File: src/rtl/keypad_scanner.sv
// 4x4 active-low matrix keypad scanner.
// Drives one row low at a time, samples the synchronized columns at the end of
// each row slot, decodes a whole frame into a single key, debounces press and
// release over whole frames, and keeps an 8-digit history of accepted keys.
module keypad_scanner #(
    parameter int unsigned SCAN_DIV     = 10000,
    parameter int unsigned DEBOUNCE_CNT = 20
) (
    input  logic        clk,
    input  logic        rst_n,
    input  logic [3:0]  col_n,
    input  logic        clear,
    output logic [3:0]  row_n,
    output logic [3:0]  key_code,
    output logic        key_valid,
    output logic        key_down,
    output logic [31:0] digits
);

    localparam int unsigned DivW = $clog2(SCAN_DIV);
    localparam int unsigned CntW = $clog2(DEBOUNCE_CNT + 1);
    localparam logic [DivW-1:0] DivLast   = DivW'(SCAN_DIV - 1);
    localparam logic [CntW-1:0] CntTarget = CntW'(DEBOUNCE_CNT);
    localparam logic [CntW-1:0] CntOne    = CntW'(1);

    typedef enum logic [1:0] {
        StIdle,
        StDebounce,
        StPressed,
        StRelease
    } state_e;

    // Physical key position (row*4 + col) to hex code.
    function automatic logic [3:0] key_map(input logic [3:0] idx);
        logic [3:0] code;
        code = 4'h0;
        case (idx)
            4'd0:  code = 4'h1;
            4'd1:  code = 4'h2;
            4'd2:  code = 4'h3;
            4'd3:  code = 4'hA;
            4'd4:  code = 4'h4;
            4'd5:  code = 4'h5;
            4'd6:  code = 4'h6;
            4'd7:  code = 4'hB;
            4'd8:  code = 4'h7;
            4'd9:  code = 4'h8;
            4'd10: code = 4'h9;
            4'd11: code = 4'hC;
            4'd12: code = 4'hE;
            4'd13: code = 4'h0;
            4'd14: code = 4'hF;
            4'd15: code = 4'hD;
            default: code = 4'h0;
        endcase
        return code;
    endfunction

    // Synchronizer, scan and state registers
    logic [3:0]      col_meta_q, col_sync_q;
    logic [DivW-1:0] div_q;
    logic [1:0]      row_idx_q;
    logic [11:0]     acc_q;        // rows 0..2; row 3 is used straight from the sync stage
    state_e          state_q, state_d;
    logic [CntW-1:0] cnt_q, cnt_d;
    logic [3:0]      cand_q, cand_d;
    logic [3:0]      key_code_q;
    logic            key_valid_q;
    logic            key_down_q;
    logic [31:0]     digits_q;

    logic            sample;
    logic            frame_end;
    logic [15:0]     frame_bits;
    logic [1:0]      n_set;        // saturates at 2 (= two or more)
    logic [3:0]      hit_idx;
    logic [3:0]      hit_code;
    logic            frame_key;
    logic [CntW-1:0] cnt_inc;
    logic            accept;
    logic            release_done;

    assign sample    = (div_q == DivLast);
    assign frame_end = sample && (row_idx_q == 2'd3);
    assign row_n     = ~(4'b0001 << row_idx_q);

    // Two-stage synchronizer for the asynchronous column lines
    always_ff @(posedge clk or negedge rst_n) begin
        if (!rst_n) begin
            col_meta_q <= 4'hF;
            col_sync_q <= 4'hF;
        end else begin
            col_meta_q <= col_n;
            col_sync_q <= col_meta_q;
        end
    end

    // Row slot divider and row index
    always_ff @(posedge clk or negedge rst_n) begin
        if (!rst_n) begin
            div_q     <= '0;
            row_idx_q <= 2'd0;
        end else if (sample) begin
            div_q     <= '0;
            row_idx_q <= row_idx_q + 2'd1;
        end else begin
            div_q <= div_q + 1'b1;
        end
    end

    // Capture pressed columns (active-high) for rows 0..2 of the current frame
    always_ff @(posedge clk or negedge rst_n) begin
        if (!rst_n) begin
            acc_q <= '0;
        end else if (sample) begin
            case (row_idx_q)
                2'd0:    acc_q[3:0]  <= ~col_sync_q;
                2'd1:    acc_q[7:4]  <= ~col_sync_q;
                2'd2:    acc_q[11:8] <= ~col_sync_q;
                default: acc_q       <= acc_q;
            endcase
        end
    end

    // Frame decode: count set bits (saturating) and remember the last hit position
    always_comb begin
        frame_bits = {~col_sync_q, acc_q};
        n_set      = 2'd0;
        hit_idx    = 4'd0;
        for (int i = 0; i < 16; i++) begin
            if (frame_bits[i]) begin
                if (n_set != 2'd2) n_set = n_set + 2'd1;
                hit_idx = 4'(i);
            end
        end
    end

    // Multiple keys are indistinguishable from ghosting, so only a lone key counts
    assign frame_key = (n_set == 2'd1);
    assign hit_code  = key_map(hit_idx);
    assign cnt_inc   = (cnt_q >= CntTarget) ? cnt_q : cnt_q + 1'b1;

    // FSM state register
    always_ff @(posedge clk or negedge rst_n) begin
        if (!rst_n) begin
            state_q <= StIdle;
            cnt_q   <= '0;
            cand_q  <= 4'h0;
        end else begin
            state_q <= state_d;
            cnt_q   <= cnt_d;
            cand_q  <= cand_d;
        end
    end

    // FSM next state; only advances on frame-end edges
    always_comb begin
        state_d      = state_q;
        cnt_d        = cnt_q;
        cand_d       = cand_q;
        accept       = 1'b0;
        release_done = 1'b0;
        if (frame_end) begin
            unique case (state_q)
                StIdle: begin
                    if (frame_key) begin
                        cand_d = hit_code;
                        if (DEBOUNCE_CNT == 1) begin
                            accept  = 1'b1;
                            state_d = StPressed;
                            cnt_d   = '0;
                        end else begin
                            cnt_d   = CntOne;
                            state_d = StDebounce;
                        end
                    end
                end
                StDebounce: begin
                    if (!frame_key) begin
                        state_d = StIdle;
                        cnt_d   = '0;
                    end else if (hit_code == cand_q) begin
                        if (cnt_inc >= CntTarget) begin
                            accept  = 1'b1;
                            state_d = StPressed;
                            cnt_d   = '0;
                        end else begin
                            cnt_d = cnt_inc;
                        end
                    end else begin
                        cand_d = hit_code;
                        cnt_d  = CntOne;
                    end
                end
                StPressed: begin
                    if (!frame_key) begin
                        if (DEBOUNCE_CNT == 1) begin
                            release_done = 1'b1;
                            state_d      = StIdle;
                            cnt_d        = '0;
                        end else begin
                            state_d = StRelease;
                            cnt_d   = CntOne;
                        end
                    end
                end
                StRelease: begin
                    if (frame_key) begin
                        state_d = StPressed;
                        cnt_d   = '0;
                    end else if (cnt_inc >= CntTarget) begin
                        release_done = 1'b1;
                        state_d      = StIdle;
                        cnt_d        = '0;
                    end else begin
                        cnt_d = cnt_inc;
                    end
                end
                default: begin
                    state_d = StIdle;
                    cnt_d   = '0;
                end
            endcase
        end
    end

    // Output registers: event pulse, held key, and digit history with clear
    always_ff @(posedge clk or negedge rst_n) begin
        if (!rst_n) begin
            key_code_q  <= 4'h0;
            key_valid_q <= 1'b0;
            key_down_q  <= 1'b0;
            digits_q    <= '0;
        end else begin
            key_valid_q <= accept;
            if (accept) begin
                key_code_q <= cand_d;
                key_down_q <= 1'b1;
            end else if (release_done) begin
                key_down_q <= 1'b0;
            end
            // A clear landing on an accept edge still keeps the new key
            if (clear) begin
                digits_q <= accept ? {28'h0, cand_d} : 32'h0;
            end else if (accept) begin
                digits_q <= {digits_q[27:0], cand_d};
            end
        end
    end

    assign key_code  = key_code_q;
    assign key_valid = key_valid_q;
    assign key_down  = key_down_q;
    assign digits    = digits_q;

endmodule

File: config.mk
export PLATFORM = sky130hd
export DESIGN_NAME = keypad_scanner
export DESIGN_NICKNAME = d
export VERILOG_FILES = /design/src/rtl/keypad_scanner.sv
export SDC_FILE = /design/constraint.sdc
export NUM_CORES = 1
export LEC_CHECK = 0
export CAP_MARGIN = 20
export CORE_ASPECT_RATIO = 0.6
export CORE_UTILIZATION = 30
export DETAILED_ROUTE_END_ITERATION = 10
export SYNTH_ARGS = -nofsm -noshare
export SYNTH_HDL_FRONTEND = slang
export SYNTH_SLANG_ARGS = --single-unit
File: constraint.sdc
create_clock -name clk -period 12.4 [get_ports clk]
set_clock_uncertainty 0.2 [all_clocks]
set_input_delay 1.86 -clock clk [delete_from_list [all_inputs] [get_ports clk]]
set_output_delay 1.86 -clock clk [all_outputs]
set_load 0.01 [all_outputs]
* Word level (Yosys, flattened, before mapping)
Memories as Yosys holds them, arrays and structs flattened.
Index checks and enable logic that the tools add are counted.
W data, S select, Z words.
** Word-level totals
- Output and inout port bits :: 42
- Register bits after elaboration :: 85
- ROM bits :: 64
- Memories kept :: 1
** Memory list
- (name not given) :: words 16, bits a word 4, rd ports 1, clocked after memory_dff 0, wr ports 0, RTL line 37 : case (idx)
** Cells by class
- Equality and inequality tests :: 29
- Reduce and logical (&&, ||, !) cells :: 10
- Muxes and demuxes :: 81
- Shift-type cells :: 1
- Bitwise logic cells :: 2
- Order comparisons :: 2
- $add $sub $neg :: 18
** Operator list (number)
- $mux W4 :: 19
- $mux W2 :: 37
- $mux W32 :: 2
- $mux W5 :: 7
- $ne A2 B2 Y1 const B :: 17
- $add A2 B1 Y2 const B :: 16
- $pmux W5 S4 :: 1
- $add A14 B1 Y14 const B :: 1
- $eq A14 B14 Y1 const B :: 1
- $mux W14 :: 1
- $mux W1 :: 12
- $ge A5 B5 Y1 const B :: 2
- $ne A3 B3 Y1 const B :: 3
- $eq A2 B2 Y1 const B :: 4
- $not A4 Y4 :: 2
- $pmux W2 S4 :: 1
- $pmux W4 S2 :: 1
- $eq A2 B1 Y1 const B :: 3
- $reduce_and A2 Y1 :: 3
- $reduce_and A6 Y1 :: 1
- $add A5 B1 Y5 const B :: 1
- $eq A4 B4 Y1 :: 1
- $logic_not A2 Y1 :: 2
- $reduce_bool A2 Y1 :: 2
- other kinds (3) :: 3

* Longest topological paths before layout
- Depth in word-level cells :: 52
- Gate-level depth with buffers :: 29

* Least setup slack after synthesis
OpenSTA, ideal clock, no wires.
- Path kind :: register to register
- Start :: reg acc_q[0]
- End :: reg key_code_q[2], in the netlist key_code[2]
- Required time :: 12073 ps
- Stages on the path, launching flop included :: 27
- Buffers on the path :: 3
- Slack :: 5693 ps
- Arrival time :: 6380 ps
- Cell sequence :: dfrtp_1 -> inv_1 -> ha_1 -> or4b_1 -> clkbuf_1 -> o211a_1 -> or4_1 -> a31o_2 -> a21oi_2 -> xnor2_1 -> o311ai_4 -> a31oi_1 -> or2_1 -> buf_2 -> xnor2_2 -> o211a_4 -> a21oi_1 -> a211oi_2 -> a32oi_1 -> a21oi_1 -> a21oi_1 -> ha_1 -> nor3b_1 -> nor3_4 -> nor3_4 -> buf_6 -> mux2_1
** Between the ends
- Word-level cells in the longest chain between the ends :: 50
- Elaborated cells on any way between the ends :: 69
** RTL lines
- start: declaration :: RTL line 63 : logic [11:0] acc_q;
- start signal: assignment :: RTL line 117 : 2'd0: acc_q[3:0] <= ~col_sync_q;
- start signal: assignment :: RTL line 120 : default: acc_q <= acc_q;
- $mux W1 * :: RTL line 131 : if (frame_bits[i]) begin
- $add A2 B1 Y2 / $ne A2 B2 Y1 (equally long branches) :: RTL line 132 : if (n_set != 2'd2) n_set = n_set + 2'd1;
- $mux W2 :: RTL line 132
- $mux W2 * :: RTL line 131
- $add A2 B1 Y2 / $ne A2 B2 Y1 (equally long branches) :: RTL line 132
- $mux W2 :: RTL line 132
- $mux W2 * :: RTL line 131
- $add A2 B1 Y2 / $ne A2 B2 Y1 (equally long branches) :: RTL line 132
- (+34 left out)
- $mux W2 * :: RTL line 131
- $add A2 B1 Y2 / $ne A2 B2 Y1 (equally long branches) :: RTL line 132
- $mux W2 :: RTL line 132
- $mux W2 * :: RTL line 131
- $eq A2 B1 Y1 * :: RTL line 139 : assign frame_key = (n_set == 2'd1);
- $mux W4, or another cell as far along :: RTL line 179 : if (!frame_key) begin
- $pmux W4 S2 / $mux W1 (equally long branches) :: RTL line 164 : unique case (state_q)
- $mux W4 / $mux W1 (equally long branches) :: RTL line 163 : if (frame_end) begin
- end signal: assignment :: RTL line 237 : key_code_q <= cand_d;
- end: declaration :: RTL line 67 : logic [3:0] key_code_q;
Mark *: on every way between the ends. The rest lies on a longest branch, timed or not.
A chain may end at the register's enable or synchronous reset.

* Final worst setup path
- Start :: reg acc_q[0]
- End :: reg digits_q[2], in the netlist digits[2]
** Between the ends
- Word-level cells in the longest chain between the ends :: 52
- Elaborated cells on any way between the ends :: 73
** RTL lines
- $mux W1 * :: RTL line 131
- $add A2 B1 Y2 / $ne A2 B2 Y1 (equally long branches) :: RTL line 132
- $mux W2 :: RTL line 132
- $mux W2 * :: RTL line 131
- $add A2 B1 Y2 / $ne A2 B2 Y1 (equally long branches) :: RTL line 132
- $mux W2 :: RTL line 132
- $mux W2 * :: RTL line 131
- $add A2 B1 Y2 / $ne A2 B2 Y1 (equally long branches) :: RTL line 132
- (+36 left out)
- $mux W2 :: RTL line 132
- $mux W2 * :: RTL line 131
- $eq A2 B1 Y1 * :: RTL line 139
- $mux W4, or another cell as far along :: RTL line 179
- $pmux W4 S2 / $mux W1 (equally long branches) :: RTL line 164
- $mux W4 / $mux W1 (equally long branches) :: RTL line 163
- $mux W32 / $mux W4 (equally long branches) :: RTL line 245, 244
- $mux W32 :: RTL line 243 : if (clear) begin
- end signal: assignment :: RTL line 244 : digits_q <= accept ? {28'h0, cand_d} : 32'h0;
- end signal: assignment :: RTL line 246 : digits_q <= {digits_q[27:0], cand_d};
- end: declaration :: RTL line 70 : logic [31:0] digits_q;
Mark *: on every way between the ends. The rest lies on a longest branch, timed or not. The select of a mux whose other input is x is not followed.

==> results.cfg <==
[hold_path]
hp-class = reg -> reg
hold-path-cell-count = 0

[die]
start_util_pct = 31.2
row_count = 38
core_um2 = 18400
die_x_um = 180
dieArea_um2 = 19600
ioPinCount = 49
die_h_um = 109

[layout]
n_fill_cell = 1831
nets = 698
diodes = 0
area_growth_pct = 16.9
drive_above_1_share_pct = 8.69
final_cell_mix = 78 x nor2_1, 77 x dfrtp_1, 60 x nand2_1, 47 x clkdlybuf4s50_1, 42 x o21ai_0
final_common_cell = nor2_1

[placed_design]
portBuffers = 48
dp_hpwl_um = 9940
place_congestion = 0.915

[synthesis]
synth_nets = 665
synth_edf_count = 0
async_flop_share_pct = 100
syn-instance-count = 641
syn_area_per_cell_um2 = 8.92
ys_ff_latch = 85
ys.flop_type = dfrtp_1
yosys_warnings = 0
ys_types = 83
ys_seq_area_share_pct = 37.4
syn-cell-area_um2 = 5720

[sta]
slew_headroom_pct = 39.1
fin_crit_ns = 7.75
grt_setup_unrepaired = false
setup_viol = 0
worst_pin_slew_ns = 0.913
period_share_pct = 62.5
tns_ns = 0
report.final.slew_viol_count = 0
clock.fmax_mhz = 129
hold_viol_final = 0
hold_slack_ns = 0.156

[routing]
ant_nets = 0
drt_wl_total_um = 13400
detail_route.wl_per_cell_um = 14.6
viasPerCell = 5.27
dr.pass1.iters = 5
drtIter0Drc = 389
drc_errors = 0
num_vias = 4847

[clock_tree]
tritoncts = yes
ctsLongestPathBuffers = 2
numClockSinks = 85
cts_setup_buffers = 0
root_buffer = clkbuf_16
postCtsHoldBufs = 0
numCtsBuffers = 9
cts_htree_levels = 3
clk_pin_slew_worst_paths_ns = 0.07
cts_resized = 0
clk_latency_ns = 0.33

[worst_setup_path]
critPathKind = reg -> reg
slowest_delay_ns = 0.65
crit_path_frequent_cell = nor2_1
critPathSlowestCell = o41ai_1
crit_family = compound AO/OA/AOI/OAI gates
r2r-end = digits[2]
cp.depth = 26
critPathCaptureType = flop
startpoint_type = flop
cp.required_ns = 12.42
worst-path-buf-inv = 2
r2r_slack_ns = 4.65
r2r_start = acc_q[0]
worstPathArrival_ns = 7.76
cp_max_fo = 40
startpoint = acc_q[0]
worstRegToRegCells = 26
crit_path_end = digits[2]

[pwr]
peakVddDrop_v = 0.0000523
power.leakage_nw = 2.63
power.density_nw_per_um2 = 84.6

[global_routing]
grt_use_total_pct = 14.1
grt_max_degree = 75
grt_pass1_vias = 4501
gr-total-overflow = 0
grt_pass1_wl_um = 22800
antenna_found_initial = 0

[job]
cap_viol_max_count = 0

[run_status]
status = finished clean
-- kinds of logic (layout without fill, tap and decap cells) --
logic type / Yosys count / after routing / synth area share, %
simple gates: 239 / 239 / 20.3
buf+inv: 61 / 99 / 4.51
compound gates: 171 / 171 / 22.1
flops: 85 / 85 / 37.4
fa+ha+maj: 17 / 17 / 3.72
mux: 40 / 40 / 7.31
xor+xnor: 28 / 28 / 4.75
-- layer usage --
layer,vias to the layer above,share of wire (%),global-route usage [%]
li1,2394,-,-
met1,2279,56,22.7
met2,163,38,18.5
met3,11,6.5,3.27
met4,0,0.41,2.50
met5,-,0,0
-- worst register-to-register path, cell delays in order, from the launching register on --
cell,delay (ns)
dfrtp_1,0.40
inv_1,0.08
ha_1,0.27
and2_1,0.20
o32ai_2,0.56
nor2_1,0.23
and3_1,0.23
o32ai_1,0.55
nor2_1,0.28
o41ai_1,0.65
a2111oi_0,0.14
a41o_1,0.32
nor2_1,0.28
xnor2_2,0.12
o211a_4,0.27
a21oi_1,0.16
a211oi_2,0.10
a32oi_1,0.30
a21oi_1,0.13
a21oi_1,0.16
ha_1,0.25
nor3b_1,0.54
nor3_4,0.15
nor3_4,0.18
buf_4,0.49
nor2_1,0.15
a22o_1,0.25
-- flip-flops by register name (all words and copies together) (netlist names), named ones only --
register and flops:
col_meta_q 4, div_q 14, key_valid 1, key_code 4
key_down 1, acc_q 12, col_sync_q 4, digits 32
row_idx_q 2, state_q 1, cand_q 4, cnt_q 5
-- synthesized netlist by cell type, drive strengths merged, types with 5 or more instances --
master,count,share of area (%)
and2,8,0.88
nand2,60,3.9
mux2i,35,6.1
nor2b,7,0.77
a31oi,5,0.55
nor4,6,0.66
nand2b,11,1.2
a21o,5,0.66
o31ai,7,1.2
inv,31,2.0
o21a,5,0.66
or2,7,0.77
nor2,78,5.1
dfstp,8,3.7
dfrtp,77,34
ha,17,3.7
a211oi,6,0.96
o32ai,5,1.0
and3,5,0.55
xor2,8,1.6
xnor2,20,3.2
buf,8,1.0
a21oi,28,2.5
nand3,17,1.5
o211ai,5,0.66
clkbuf,22,1.4
o21ai,47,4.1
nand4,8,0.88
nor3,18,2.1
-- worst min-delay path by stage --
stage,startpoint,endpoint,slack (ns)
final,col_meta_q[0],col_sync_q[0],0.16
after detailed placement,col_meta_q[1],col_sync_q[1],0.15
after floorplan,col_meta_q[0],col_sync_q[0],0.15
after CTS,col_meta_q[1],col_sync_q[1],0.16
after global placement,col_meta_q[1],col_sync_q[1],0.15
after global routing,col_meta_q[1],col_sync_q[1],0.16
-- through the flow --
| stage | area [um2] | power [W] | setup WS [ns] | std cells | utilization [%] |
|---|---|---|---|---|---|
| 2_1_floorplan | 5720 | 0.000300 | 5.69 | 641 | - |
| 3_3_place_gp | 6390 | 0.000312 | 4.84 | 903 | 34.8 |
| 3_5_place_dp | 6390 | 0.000312 | 4.76 | 903 | 34.8 |
| 4_1_cts | 6680 | 0.000575 | 4.72 | 919 | 36.4 |
| 5_1_grt | 6680 | 0.000589 | 4.04 | 919 | 36.4 |
| 6_report | 6680 | 0.000565 | 4.65 | 919 | 36.4 |
-- area by class of cell --
| type | count | area [um2] | area share [%] |
|---|---|---|---|
| clock inverter | 6 | 62.6 | 0.936 |
| sequential | 85 | 2140 | 32.0 |
| timing repair buffer | 52 | 508 | 7.60 |
| tap | 240 | 300 | 4.49 |
| inverter | 31 | 116 | 1.74 |
| clock buffer | 10 | 229 | 3.43 |
| multi-input combinational | 495 | 3330 | 49.8 |
-- where the power goes --
group | total [W] | internal, W | leakage (nW) | switching (W)
clock network | 0.000259 | 0.000142 | 0.143 | 0.000117
registers | 0.000282 | 0.000280 | 1.15 | 0.00000248
logic | 0.0000238 | 0.00000816 | 1.34 | 0.0000156
total | 0.000565 | 0.000430 | 2.63 | 0.000136
Note: power is estimated with default switching activity, not from simulation.
